[src/rtl/spi_engine_pkg.sv]
// Shared types and constants for the SPI clock burst engine.
// State encoding, default widths, mode-bit layout and the edge-to-strobe mapping.
package spi_engine_pkg;

  localparam int unsigned DIV_W_DEF = 8;
  localparam int unsigned CNT_W_DEF = 6;

  // Latched mode word layout: {cpol, cpha}
  localparam int unsigned MODE_W    = 2;
  localparam int unsigned MODE_CPOL = 1;
  localparam int unsigned MODE_CPHA = 0;

  typedef enum logic [1:0] {
    ST_IDLE = 2'd0,
    ST_RUN  = 2'd1,
    ST_TAIL = 2'd2
  } state_e;

  typedef struct packed {
    logic shift;
    logic sample;
  } strobe_t;

  // Which strobe fires on an SCLK edge; the final trailing edge never shifts in mode cpha=0
  function automatic strobe_t edge_strobes(input logic cpha, input logic leading,
                                           input logic last);
    strobe_t s;
    if (cpha) begin
      s.shift  = leading;
      s.sample = ~leading;
    end else begin
      s.shift  = ~leading & ~last;
      s.sample = leading;
    end
    return s;
  endfunction

endpackage

[src/rtl/spi_sclk_engine_if.sv]
// Control/status bundle between the frame sequencer (master) and the SCLK engine (slave).
interface spi_sclk_engine_if #(
  parameter int unsigned DIV_W = spi_engine_pkg::DIV_W_DEF,
  parameter int unsigned CNT_W = spi_engine_pkg::CNT_W_DEF
);

  logic             start;
  logic             stop;
  logic [DIV_W-1:0] clk_div;
  logic [CNT_W-1:0] num_bits;
  logic             cpol;
  logic             cpha;
  logic             sclk;
  logic             active;
  logic             shift_stb;
  logic             sample_stb;
  logic             done;

  modport master (
    output start, stop, clk_div, num_bits, cpol, cpha,
    input  sclk, active, shift_stb, sample_stb, done
  );

  modport slave (
    input  start, stop, clk_div, num_bits, cpol, cpha,
    output sclk, active, shift_stb, sample_stb, done
  );

endinterface

[src/rtl/spi_half_period_timer.sv]
// Half-period counter: counts 0..term and ticks on the terminal count.
// load clears the count and captures the terminal value for the coming burst.
module spi_half_period_timer #(
  parameter int unsigned DIV_W = spi_engine_pkg::DIV_W_DEF
) (
  input  logic             clk,
  input  logic             rst_n,
  input  logic             load,
  input  logic             en,
  input  logic [DIV_W-1:0] term,
  output logic             tick_c
);

  logic [DIV_W-1:0] cnt_q, cnt_d;
  logic [DIV_W-1:0] term_q, term_d;

  assign tick_c = en & (cnt_q == term_q);

  always_comb begin
    cnt_d  = cnt_q;
    term_d = term_q;
    if (load) begin
      cnt_d  = '0;
      term_d = term;
    end else if (en) begin
      cnt_d = tick_c ? '0 : cnt_q + DIV_W'(1);
    end
  end

  always_ff @(posedge clk or negedge rst_n) begin
    if (!rst_n) begin
      cnt_q  <= '0;
      term_q <= '0;
    end else begin
      cnt_q  <= cnt_d;
      term_q <= term_d;
    end
  end

endmodule

[src/rtl/spi_sclk_engine.sv]
// Burst SCLK generator for all four SPI modes on the system clock, with
// shift/sample strobes, a one-half-period tail hold, abort and a done pulse.
module spi_sclk_engine
  import spi_engine_pkg::*;
#(
  parameter int unsigned DIV_W = DIV_W_DEF,
  parameter int unsigned CNT_W = CNT_W_DEF
) (
  input  logic               clk,
  input  logic               rst,
  spi_sclk_engine_if.slave   bus
);

  localparam int unsigned EDGE_W = CNT_W + 1;

  state_e              state_q, state_d;
  logic [CNT_W-1:0]    nbits_q, nbits_d;
  logic [MODE_W-1:0]   mode_q, mode_d;
  logic [EDGE_W-1:0]   edge_q, edge_d;
  logic                sclk_q, sclk_d;
  logic                active_q, active_d;
  logic                shift_q, shift_d;
  logic                sample_q, sample_d;
  logic                done_q, done_d;

  logic [EDGE_W-1:0]   edge_nxt_c;
  logic [EDGE_W-1:0]   two_n_c;
  logic                last_edge_c;
  strobe_t             stb_c;
  logic                tmr_load_c;
  logic                tmr_en_c;
  logic                tmr_tick_c;

  assign two_n_c     = {nbits_q, 1'b0};
  assign edge_nxt_c  = edge_q + EDGE_W'(1);
  assign last_edge_c = (edge_nxt_c == two_n_c);
  assign stb_c       = edge_strobes(mode_q[MODE_CPHA], edge_nxt_c[0], last_edge_c);

  spi_half_period_timer #(.DIV_W(DIV_W)) u_timer (
    .clk    (clk),
    .rst_n  (rst),
    .load   (tmr_load_c),
    .en     (tmr_en_c),
    .term   (bus.clk_div),
    .tick_c (tmr_tick_c)
  );

  // Next-state and registered-output logic
  always_comb begin
    state_d    = state_q;
    nbits_d    = nbits_q;
    mode_d     = mode_q;
    edge_d     = edge_q;
    sclk_d     = sclk_q;
    active_d   = active_q;
    shift_d    = 1'b0;
    sample_d   = 1'b0;
    done_d     = 1'b0;
    tmr_load_c = 1'b0;
    tmr_en_c   = 1'b0;

    case (state_q)
      ST_IDLE: begin
        sclk_d   = bus.cpol;
        active_d = 1'b0;
        if (bus.start && !bus.stop && (bus.num_bits != '0)) begin
          state_d           = ST_RUN;
          nbits_d           = bus.num_bits;
          mode_d[MODE_CPOL] = bus.cpol;
          mode_d[MODE_CPHA] = bus.cpha;
          edge_d            = '0;
          active_d          = 1'b1;
          tmr_load_c        = 1'b1;
        end
      end

      ST_RUN: begin
        tmr_en_c = 1'b1;
        if (bus.stop) begin
          state_d  = ST_IDLE;
          sclk_d   = bus.cpol;
          active_d = 1'b0;
        end else if (tmr_tick_c) begin
          edge_d   = edge_nxt_c;
          sclk_d   = ~sclk_q;
          shift_d  = stb_c.shift;
          sample_d = stb_c.sample;
          if (last_edge_c) begin
            state_d = ST_TAIL;
            sclk_d  = mode_q[MODE_CPOL];
          end
        end
      end

      ST_TAIL: begin
        tmr_en_c = 1'b1;
        // abort wins over a completion landing in the same cycle
        if (bus.stop) begin
          state_d  = ST_IDLE;
          sclk_d   = bus.cpol;
          active_d = 1'b0;
        end else if (tmr_tick_c) begin
          state_d  = ST_IDLE;
          sclk_d   = bus.cpol;
          active_d = 1'b0;
          done_d   = 1'b1;
        end
      end

      default: begin
        state_d  = ST_IDLE;
        active_d = 1'b0;
      end
    endcase
  end

  always_ff @(posedge clk or negedge rst) begin
    if (!rst) begin
      state_q  <= ST_IDLE;
      nbits_q  <= '0;
      mode_q   <= '0;
      edge_q   <= '0;
      sclk_q   <= 1'b0;
      active_q <= 1'b0;
      shift_q  <= 1'b0;
      sample_q <= 1'b0;
      done_q   <= 1'b0;
    end else begin
      state_q  <= state_d;
      nbits_q  <= nbits_d;
      mode_q   <= mode_d;
      edge_q   <= edge_d;
      sclk_q   <= sclk_d;
      active_q <= active_d;
      shift_q  <= shift_d;
      sample_q <= sample_d;
      done_q   <= done_d;
    end
  end

  assign bus.sclk       = sclk_q;
  assign bus.active     = active_q;
  assign bus.shift_stb  = shift_q;
  assign bus.sample_stb = sample_q;
  assign bus.done       = done_q;

endmodule

[src/flat_wrapper.sv]
// flat-port wrapper written by rule: the top's interface ports become plain ports
module spi_sclk_engine_flat import spi_engine_pkg::*;
#(
  parameter int unsigned DIV_W = DIV_W_DEF,
  parameter int unsigned CNT_W = CNT_W_DEF
)
  (clk, rst, bus_start, bus_stop, bus_clk_div, bus_num_bits, bus_cpol, bus_cpha, bus_sclk, bus_active, bus_shift_stb, bus_sample_stb, bus_done);
  spi_sclk_engine_if #(.DIV_W(DIV_W), .CNT_W(CNT_W)) bus_i ();
  input  logic clk;
  input  logic rst;
  input wire logic [$bits(bus_i.start)-1:0] bus_start;
  input wire logic [$bits(bus_i.stop)-1:0] bus_stop;
  input wire logic [$bits(bus_i.clk_div)-1:0] bus_clk_div;
  input wire logic [$bits(bus_i.num_bits)-1:0] bus_num_bits;
  input wire logic [$bits(bus_i.cpol)-1:0] bus_cpol;
  input wire logic [$bits(bus_i.cpha)-1:0] bus_cpha;
  output wire logic [$bits(bus_i.sclk)-1:0] bus_sclk;
  output wire logic [$bits(bus_i.active)-1:0] bus_active;
  output wire logic [$bits(bus_i.shift_stb)-1:0] bus_shift_stb;
  output wire logic [$bits(bus_i.sample_stb)-1:0] bus_sample_stb;
  output wire logic [$bits(bus_i.done)-1:0] bus_done;
  assign bus_i.start = bus_start;
  assign bus_i.stop = bus_stop;
  assign bus_i.clk_div = bus_clk_div;
  assign bus_i.num_bits = bus_num_bits;
  assign bus_i.cpol = bus_cpol;
  assign bus_i.cpha = bus_cpha;
  assign bus_sclk = bus_i.sclk;
  assign bus_active = bus_i.active;
  assign bus_shift_stb = bus_i.shift_stb;
  assign bus_sample_stb = bus_i.sample_stb;
  assign bus_done = bus_i.done;
  spi_sclk_engine #(.DIV_W(DIV_W), .CNT_W(CNT_W)) u_core (.clk(clk), .rst(rst), .bus(bus_i));
endmodule
[config.mk]
export PLATFORM = sky130hd
export DESIGN_NAME = spi_sclk_engine_flat
export DESIGN_NICKNAME = d
export VERILOG_FILES = /design/src/rtl/spi_engine_pkg.sv /design/src/rtl/spi_sclk_engine_if.sv /design/src/rtl/spi_half_period_timer.sv /design/src/rtl/spi_sclk_engine.sv /design/src/flat_wrapper.sv
export SDC_FILE = /design/constraint.sdc
export NUM_CORES = 1
export LEC_CHECK = 0
export ABC_CLOCK_PERIOD_IN_PS = 2500
export CAP_MARGIN = 20
export CORE_ASPECT_RATIO = 1.25
export CORE_UTILIZATION = 55
export CTS_CLUSTER_SIZE = 30
export DETAILED_ROUTE_END_ITERATION = 12
export HOLD_SLACK_MARGIN = 0.02
export PLACE_DENSITY = 0.91
export SYNTH_ARGS = -nofsm -noshare
export SYNTH_HDL_FRONTEND = slang
export SYNTH_SLANG_ARGS = --single-unit
export TNS_END_PERCENT = 10
[constraint.sdc]
create_clock -name clk -period 2.5 [get_ports clk]
set_input_delay 0.5 -clock clk [delete_from_list [all_inputs] [get_ports clk]]
set_output_delay 0.5 -clock clk [all_outputs]
set_load 0.03 [all_outputs]
Word-level counts from Yosys, hierarchy flattened
Cells that the tools add are included.
{"block": "totals", "output_inout_bits": 5, "input_bits": 20, "elab_cells": 80, "register_bits": 38}
{"block": "classes", "addsub": 2, "n_reduce_logical": 14, "bitwise_logic": 5, "n_eq_ne": 11, "muxes": 37}
{"op": "two-way mux 8 bit", "n": 3}
{"op": "two-way mux 7 bit", "n": 3}
{"op": "two-way mux 1 bit", "n": 20}
{"op": "two-way mux 2 bit", "n": 7}
{"op": "one-hot mux 7 bit (2 select lines)", "n": 1}
{"op": "adder 8 x 1 -> 8 bit (second input constant)", "n": 1}
{"op": "== test 8 bit", "n": 1}
{"op": "AND reduction 4 bit", "n": 2}
{"op": "adder 7 x 1 -> 7 bit (second input constant)", "n": 1}
{"op": "== test 7 bit", "n": 1}
{"op": "inequality test 2 bit (second input constant)", "n": 3}
{"op": "inequality test 3 bit (second input constant)", "n": 2}
{"op": "one-hot mux 1 bit (3 select lines)", "n": 2}
{"op": "one-hot mux 2 bit (3 select lines)", "n": 1}
{"op": "nonzero test 6 bit", "n": 1}
{"op": "AND reduction 2 bit", "n": 2}
{"op": "nonzero test 2 bit", "n": 2}
{"op": "inequality test 3 x 2 -> 1 bit (second input constant)", "n": 1}
{"op": "NOT 1 bit", "n": 3}
{"op": "AND reduction 3 bit", "n": 1}
{"op": "nonzero test 3 bit", "n": 1}
{"op": "bitwise AND 1 bit", "n": 2}
{"op": "== test 2 x 1 -> 1 bit (second input constant)", "n": 1}
{"op": "== test 2 bit (second input constant)", "n": 1}
{"op": "other kinds (5)", "n": 6}

Longest topological paths before layout
Gate-level depths: netlist of run 1.
{"block": "logic_depth", "ltp_word": 8, "ltp_mapped": 9, "depth_no_buf": 7}

Modules after synthesis
A second synthesis of run 1 with hierarchy kept.
{"block": "hier_totals", "hier_cells": 195, "area_unflattened_um2": 2137.0}
{"module": "spi_sclk_engine", "area_each_um2": 1320.0, "instances": 1, "cells_each": 127, "seq_area_each_um2": 550.5}
{"module": "spi_half_period_timer", "area_each_um2": 817.0, "instances": 1, "cells_each": 68, "seq_area_each_um2": 400.4}

Least setup slack after synthesis of run 1
OpenSTA, ideal clock, no wires.
{"block": "synth_timing", "kind": "reg-to-reg", "startpoint": "register u_core.state_q[0]", "endpoint": "register u_core.sclk_q, in the netlist u_core.bus.sclk", "synth_period_minus_slack_ns": 2.025, "n_path_buf": 1, "path_stages_with_launch": 9, "required_time_ns": 2.423, "arrival_time_ns": 1.947, "setup_slack_ns": 0.475, "setup_ns": 0.077, "cell_sequence": "dfrtp_1 inv_1 ha_1 clkbuf_1 and2_1 a31oi_2 or2_0 a221o_1 a21oi_1"}
{"block": "synth_between", "elab_chain_cells": 6, "word_cells_on_any_way": 11, "classes_between": "eq/ne: 4; mux: 2; bitwise: 1; reduce/logical: 4"}
{"item": "from (decl)", "line": "spi_sclk_engine.sv:16", "rtl": "state_e state_q, state_d;"}
{"item": "from (signal assigned)", "line": "spi_sclk_engine.sv:129", "rtl": "state_q <= state_d;"}
{"item": "== test 2 x 1 -> 1 bit or == test 2 bit (tied branches)", "line": "spi_sclk_engine.sv:62", "rtl": "case (state_q)"}
{"item": "OR reduction 2 bit (no line)"}
{"item": "two-way mux 1 bit", "line": "spi_sclk_engine.sv:62"}
{"item": "bitwise AND 1 bit", "line": "spi_half_period_timer.sv:17", "rtl": "assign tick_c = en & (cnt_q == term_q);"}
{"item": "inequality test 3 bit (no line)"}
{"item": "AND reduction 3 bit (no line)"}
{"item": "to (signal assigned)", "line": "spi_sclk_engine.sv:133", "rtl": "sclk_q <= sclk_d;"}
{"item": "to (decl)", "line": "spi_sclk_engine.sv:20", "rtl": "logic sclk_q, sclk_d;"}
Parallel ways exist; a longest one is shown, timed or not.
A chain may end at the register's enable or synchronous reset.

Worst setup path in the final report of run 1
{"block": "layout_timing", "startpoint": "register u_core.edge_q[0]", "endpoint": "register u_core.sclk_q, in the netlist u_core.bus.sclk"}
{"block": "layout_between", "elab_chain_cells": 6}
{"item": "from (decl)", "line": "spi_sclk_engine.sv:19", "rtl": "logic [EDGE_W-1:0] edge_q, edge_d;"}
{"item": "from (signal assigned)", "line": "spi_sclk_engine.sv:132", "rtl": "edge_q <= edge_d;"}
{"item": "adder 7 x 1 -> 7 bit", "line": "spi_sclk_engine.sv:35", "rtl": "assign edge_nxt_c = edge_q + EDGE_W'(1);"}
{"item": "== test 7 bit", "line": "spi_sclk_engine.sv:36", "rtl": "assign last_edge_c = (edge_nxt_c == two_n_c);"}
{"item": "two-way mux 1 bit", "line": "spi_sclk_engine.sv:88", "rtl": "if (last_edge_c) begin"}
{"item": "two-way mux 1 bit", "line": "spi_sclk_engine.sv:83", "rtl": "end else if (tmr_tick_c) begin"}
{"item": "two-way mux 1 bit", "line": "spi_sclk_engine.sv:79", "rtl": "if (bus.stop) begin"}
{"item": "one-hot mux 1 bit (3 select lines)", "line": "spi_sclk_engine.sv:62"}
Every way passes these cells. The select of a mux whose other input is x is not followed.

==> results of run 1 <==
-- report_power, final --
part,switching (W),internal [W],total (W)
Clock,0.000213,0.000222,0.000435
Combinational,0.000458,0.000454,0.000912
Sequential,0.000177,0.000808,0.000985
Total,0.000847,0.00148,0.00233
-- logic make-up (layout without fill, tap and decap cells) --
kind of cell / after synthesis / count (layout) / share of synthesized area (%)
simple gates: 66 / 66 / 17.99
flops: 38 / 38 / 46.20
compound gates: 31 / 31 / 9.848
xor+xnor: 25 / 25 / 10.64
mux: 18 / 18 / 9.726
buf+inv: 10 / 43 / 1.945
fa+ha+maj: 6 / 6 / 3.647
-- sequential cells by signal (all words and copies together) (netlist names), 2 cells and up --
register	cells
u_core.edge_q	7
u_core.mode_q	2
u_core.nbits_q	6
u_core.state_q	2
u_core.u_timer.cnt_q	8
u_core.u_timer.term_q	8
-- metrics by stage --
| stage | power [W] | hold slack [ns] |
|---|---|---|
| 5_1_grt | 0.002490 | 0.3864 |
| 6_report | 0.002332 | 0.3018 |
| 3_5_place_dp | 0.001910 | 0.5061 |
| 3_3_place_gp | 0.001860 | 0.4889 |
| 2_1_floorplan | 0.001653 | 0.2044 |
| 4_1_cts | 0.002348 | 0.3273 |
-- worst paths after layout --
path / to
worst max-delay path: u_core.bus.sclk
worst min-delay path: u_core.bus.sclk
worst max register to register: u_core.bus.sclk
worst min register to register: u_core.edge_q[6]
max in group asynchronous: u_core.u_timer.term_q[0]
min in group clk: u_core.edge_q[6]
-- critical path, delay by kind of cell (launching register included) --
family                     cells  cell delay, ns
xor gates and xnor gates       1            0.14
AOI/OAI and AO/OA              3            0.79
DFF                            1            0.46
adders and majority gates      1            0.30
and+or+nand+nor                2            0.42
-- cell type report --
class | count | area (sq um) | area share, %
clock inverters | 1 | 5.005 | 0.2037
clock buffers | 7 | 86.33 | 3.513
well taps | 39 | 48.80 | 1.986
flip-flops and latches | 38 | 950.9 | 38.70
repair buffers | 30 | 280.3 | 11.41
multi-input cells | 146 | 1067 | 43.43
inverters | 5 | 18.77 | 0.7637
-- Yosys cell counts (all sizes together), types with 2 or more instances --
cell    count  area, sq um
nand4       4        25.02
mux2       16        180.2
nor2       11        41.29
nor3        8        51.30
xnor2      12        105.1
o31ai       2        15.01
and2        2        12.51
a31oi       2        18.77
nand2      15        56.30
dfrtp      38        950.9
nor3b       2        15.01
nor4        3        33.78
a21oi       8        40.04
buf         2        10.01
clkbuf      3        11.26
inv         5        18.77
nand3       7        40.04
nor2b       4        25.02
ha          6        75.07
mux2i       2        20.02
o311a       2        20.02
o21ai      10        50.04
xor2       13        113.9
nand2b      3        18.77
o21a        2        15.01
or2         3        18.77
-- layer usage --
layer,vias to the layer above,global-route usage [%],part of all wire [%]
li1,748,-,-
met1,773,23.96,41
met2,26,40.08,53
met3,13,3.889,3.0
met4,0,13.33,3.2
met5,-,0,0
-- layout by cell type (no fill, tap or decap), types with 2 or more instances in the layout --
cell type	count
dfrtp_1	38
clkdlybuf4s50_1	23
mux2_2	16
nand2_1	15
xor2_1	13
xnor2_1	12
nor2_1	11
o21ai_0	9
a21oi_1	8
nor3_1	7
nand3_1	6
ha_1	6
clkbuf_8	6
buf_4	6
inv_1	5
nor2b_1	4
nand4_1	4
nand2b_1	3
and2_1	2
nor3b_1	2
or2_2	2
o311a_1	2
nor4_1	2
o21a_1	2
o31ai_1	2
mux2i_1	2
==> impl_metrics.ini, run 1 <==
[outcome]
outcome = finished clean

[layout]
post_route_cells_drive_above_1_share_pct = 17.18
final_cells = 266
fill_cells = 266
num_antenna_cells = 0
postLayoutCellArea_sq_um = 2457
syn2layout_area_growth_pct = 19.39
utilization_pct = 69.35
finish.net_count = 252

[setup_path]
r2r_cells = 7
stage_delay_of_the_slowest_cell_on_the_critical_path_ns = 0.46
crit_type = reg2reg
startpoint_of_the_lowest_slack_register_to_register_path = u_core.edge_q[0]
cp_slowest_cell = dfrtp_1
critical_path.max_fanout = 6
critPathLaunch = u_core.edge_q[0]
r2r_slack_ns = 0.27
worstPathRequired_ns = 2.67
critical_path.startpoint_type = flop
worst_setup_path_end_kind = flop
worstPathArrival_ns = 2.40
crit_path_cell_trace = ha_1, nand3_1, or2_2, xnor2_1, o311a_1, a2111oi_0, a21oi_1

[clock_tree]
worstSkewPairLatency_ns = 0.29
cts-root-buf = clkbuf_8
cts_post_setup_buffers_inserted = 0
clockBufferDepth = 2
hold_buffers = 0
cts_buffers = 5
htree_levels = 2
tritoncts_num_sinks = 38
post_cts.resized_instances = 0
worst_setup_hold_path_clk_slew_ns = 0.07
tritoncts = built

[timing]
timing.final.ws_setup_ns = 0.2692
report.final.hold_viol_count = 0
setup_viol_count_final = 0
fmax_ghz = 0.4483
maxSlewViolCount = 0
worst_slew_margin_rel_pct = 44.35
final.setup_skew_ns = 0.007617
period_minus_slack_ns = 2.231
worst-slew-pin-transition_ns = 0.8347
finalCritPeriodShare_pct = 89.23
setup-tns-final_ns = 0
rsz0062_at_grt = false

[power_and_ir_drop]
leakage_nw = 1.044
power-per-cell-area_nw_per_um2 = 948.9
ir_drop_uv = 561.9

[floorplanning]
die_y_um = 70.40
design.die.area_sq_um = 3992
floorplan.initialDensity_pct = 58.09
floorplan.io_pins = 25
site_row_count = 24
die_outline_width_um = 56.72
core_sq_um = 3543

[global_routing]
grt_max_degree = 39
overflow = 0
grt_first_pass_wirelength_um = 6644
grt_util_all_layers_pct = 22.33
via_count_of_the_first_global_routing_pass = 1567
antenna_found_initial = 0

[placement]
postPlaceCellArea_sq_um = 2366
buffers_added_on_ports = 24
place_congestion = 0.8478
hpwl_um = 2978
dpl.cell_count = 258
place_ws_ns = 0.1748

[yosys]
synthesis.yosys.warnings = 0
ys_dominant_reg_cell = dfrtp_1
synth.yosys.seq_area_share_pct = 46.20
synth_cell_type_count = 41
mappedNetlistArea_sq_um = 2058
syn-instance-count = 194
async_flop_share_pct = 100.0
synth_edf_count = 0
mappedNetlistNets = 220
syn_area_per_cell_sq_um = 10.61
yosys_register_bits = 38

[route]
detail_route.wl_per_cell_um = 15.11
postRouteAntennaNets = 0
detail_route.wirelength_um = 4019
drc_markers = 0
drt_pass1_iterations = 4
route.vias.total = 1560
viasPerCell = 5.865
drc_violation_total_after_the_first_tritonroute_iteration = 47

[min_path]
min-delay-path-class = in2async

[flow_run]
max_cap_viol_count = 0
No activity file was read; power rests on OpenSTA's default activity.
==> inputs of run 2 (changes only) <==
--- a/config.mk
+++ b/config.mk
@@ -13,6 +13,7 @@
 export DETAILED_ROUTE_END_ITERATION = 12
 export HOLD_SLACK_MARGIN = 0.02
 export PLACE_DENSITY = 0.91
+export REMOVE_ABC_BUFFERS = 1
 export SYNTH_ARGS = -nofsm -noshare
 export SYNTH_HDL_FRONTEND = slang
 export SYNTH_SLANG_ARGS = --single-unit
==> impl_metrics.ini, run 2 (same netlist as run 1, synthesis figures left out) <==
[global_routing]
grt_util_all_layers_pct = 22.31
antenna_found_initial = 0
grt_max_degree = 39
via_count_of_the_first_global_routing_pass = 1587
grt_first_pass_wirelength_um = 6699
overflow = 0

[floorplanning]
design.die.area_sq_um = 3992
core_sq_um = 3543
die_outline_width_um = 56.72
die_y_um = 70.40
floorplan.initialDensity_pct = 58.09
floorplan.io_pins = 25
site_row_count = 24

[layout]
num_antenna_cells = 0
post_route_cells_drive_above_1_share_pct = 16.00
layout.cells.most_common_list = dfrtp_1 (38), clkdlybuf4s50_1 (23), mux2_2 (16), nand2_1 (15), xor2_1 (13)
layout_top_registers = u_core.u_timer.cnt_q: 8 flops, u_core.u_timer.term_q: 8 flops, u_core.edge_q: 7 flops
layout.cells.most_common = dfrtp_1
syn2layout_area_growth_pct = 18.30
fill_cells = 283
finish.net_count = 251

[timing]
worst-slew-pin-transition_ns = 0.8372
rsz0062_at_grt = false
fmax_ghz = 0.4610
report.final.hold_viol_count = 0
final.setup_skew_ns = 0.008594
setup_viol_count_final = 0
worst_slew_margin_rel_pct = 44.19
setup-tns-final_ns = 0
period_minus_slack_ns = 2.169
maxSlewViolCount = 0
finalCritPeriodShare_pct = 86.77

[setup_path]
crit_path_cell_trace = ha_1, nand3_1, or2_2, xnor2_1, o311a_1, a2111oi_0, a21oi_1
capture_point_of_the_worst_reg_to_reg_path = u_core.bus.sclk
worstPathArrival_ns = 2.34
critical_path.startpoint_type = flop
worstPathRequired_ns = 2.68
cp_slowest_cell = dfrtp_1
stage_delay_of_the_slowest_cell_on_the_critical_path_ns = 0.47
worst_setup_path_end_kind = flop
crit_type = reg2reg
critPathBufInv = 0
r2r_cells = 7
critical_path.max_fanout = 6
startpoint_of_the_lowest_slack_register_to_register_path = u_core.edge_q[0]
r2r_slack_ns = 0.33
path_delay_family = compound AO/OA/AOI/OAI gates

[clock_tree]
cts_buffers = 5
hold_buffers = 0
tritoncts_num_sinks = 38
tritoncts = built
worst_setup_hold_path_clk_slew_ns = 0.07
cts_post_setup_buffers_inserted = 0
clockBufferDepth = 2
htree_levels = 2
worstSkewPairLatency_ns = 0.30
cts-root-buf = clkbuf_8
post_cts.resized_instances = 0

[route]
drc_violation_total_after_the_first_tritonroute_iteration = 65
detail_route.wl_per_cell_um = 14.88
route.vias.total = 1519
detail_route.wirelength_um = 3927
postRouteAntennaNets = 0
viasPerCell = 5.754
drt_pass1_iterations = 8
drc_markers = 2

[power_and_ir_drop]
finalPower_w = 0.002271
ir_drop_uv = 459.5
power-per-cell-area_nw_per_um2 = 932.8
leakage_nw = 1.029

[placement]
buffers_added_on_ports = 24
place_congestion = 0.8201
hpwl_um = 3046

[outcome]
outcome = finished, violations left
violations = DRC

[flow_run]
max_cap_viol_count = 0

[min_path]
min-delay-path-class = in2async
## run 2: per-layer routing
metal	vias up	global-route usage, %	part of all wire [%]
li1	749	-	-
met1	727	23.54	40
met2	34	39.55	54
met3	9	5.741	4.3
met4	0	12.50	2.0
met5	-	0	0
## run 2: final cells by class
type	count	area, sq um	share of cell area, %
multi-input combinational	146	1067	43.83
sequential	38	950.9	39.05
timing repair buffer	29	272.8	11.20
clock buffer	7	76.32	3.135
tap	39	48.80	2.004
inverter	5	18.77	0.7708
## run 2: stage by stage
step / util [%] / worst slack (ns) / std cells / hold slack, ns / instance area [sq um]
finish: 68.71 / 0.3307 / 264 / 0.3013 / 2435
global route: 68.71 / 0.1701 / 264 / 0.3659 / 2435
CTS: 68.71 / 0.3260 / 264 / 0.3313 / 2435
detailed placement: 66.56 / 0.1054 / 257 / 0.4979 / 2359
global placement: 66.56 / 0.2134 / 257 / 0.4930 / 2359
floorplan: - / 0.5689 / 189 / 0.2044 / 2037
## run 2: how the worst max path moves through the flow
stage / start / slack [ns] / depth (start not counted) / endpoint
after CTS: u_core.edge_q[0] / 0.33 / 7 / u_core.bus.sclk
after global routing: u_core.edge_q[0] / 0.17 / 7 / u_core.bus.sclk
after floorplan: u_core.edge_q[0] / 0.57 / 7 / u_core.bus.sclk
after detailed placement: bus_stop / 0.11 / 7 / u_core.u_timer.cnt_q[6]
final: u_core.edge_q[0] / 0.33 / 7 / u_core.bus.sclk
after global placement: bus_stop / 0.21 / 7 / u_core.u_timer.cnt_q[6]
## run 2: report_power, final
part / internal, W / switching, W
sequential: 0.000808 / 0.000180
combinational: 0.000446 / 0.000442
clock: 0.000192 / 0.000203
total: 0.00145 / 0.000825
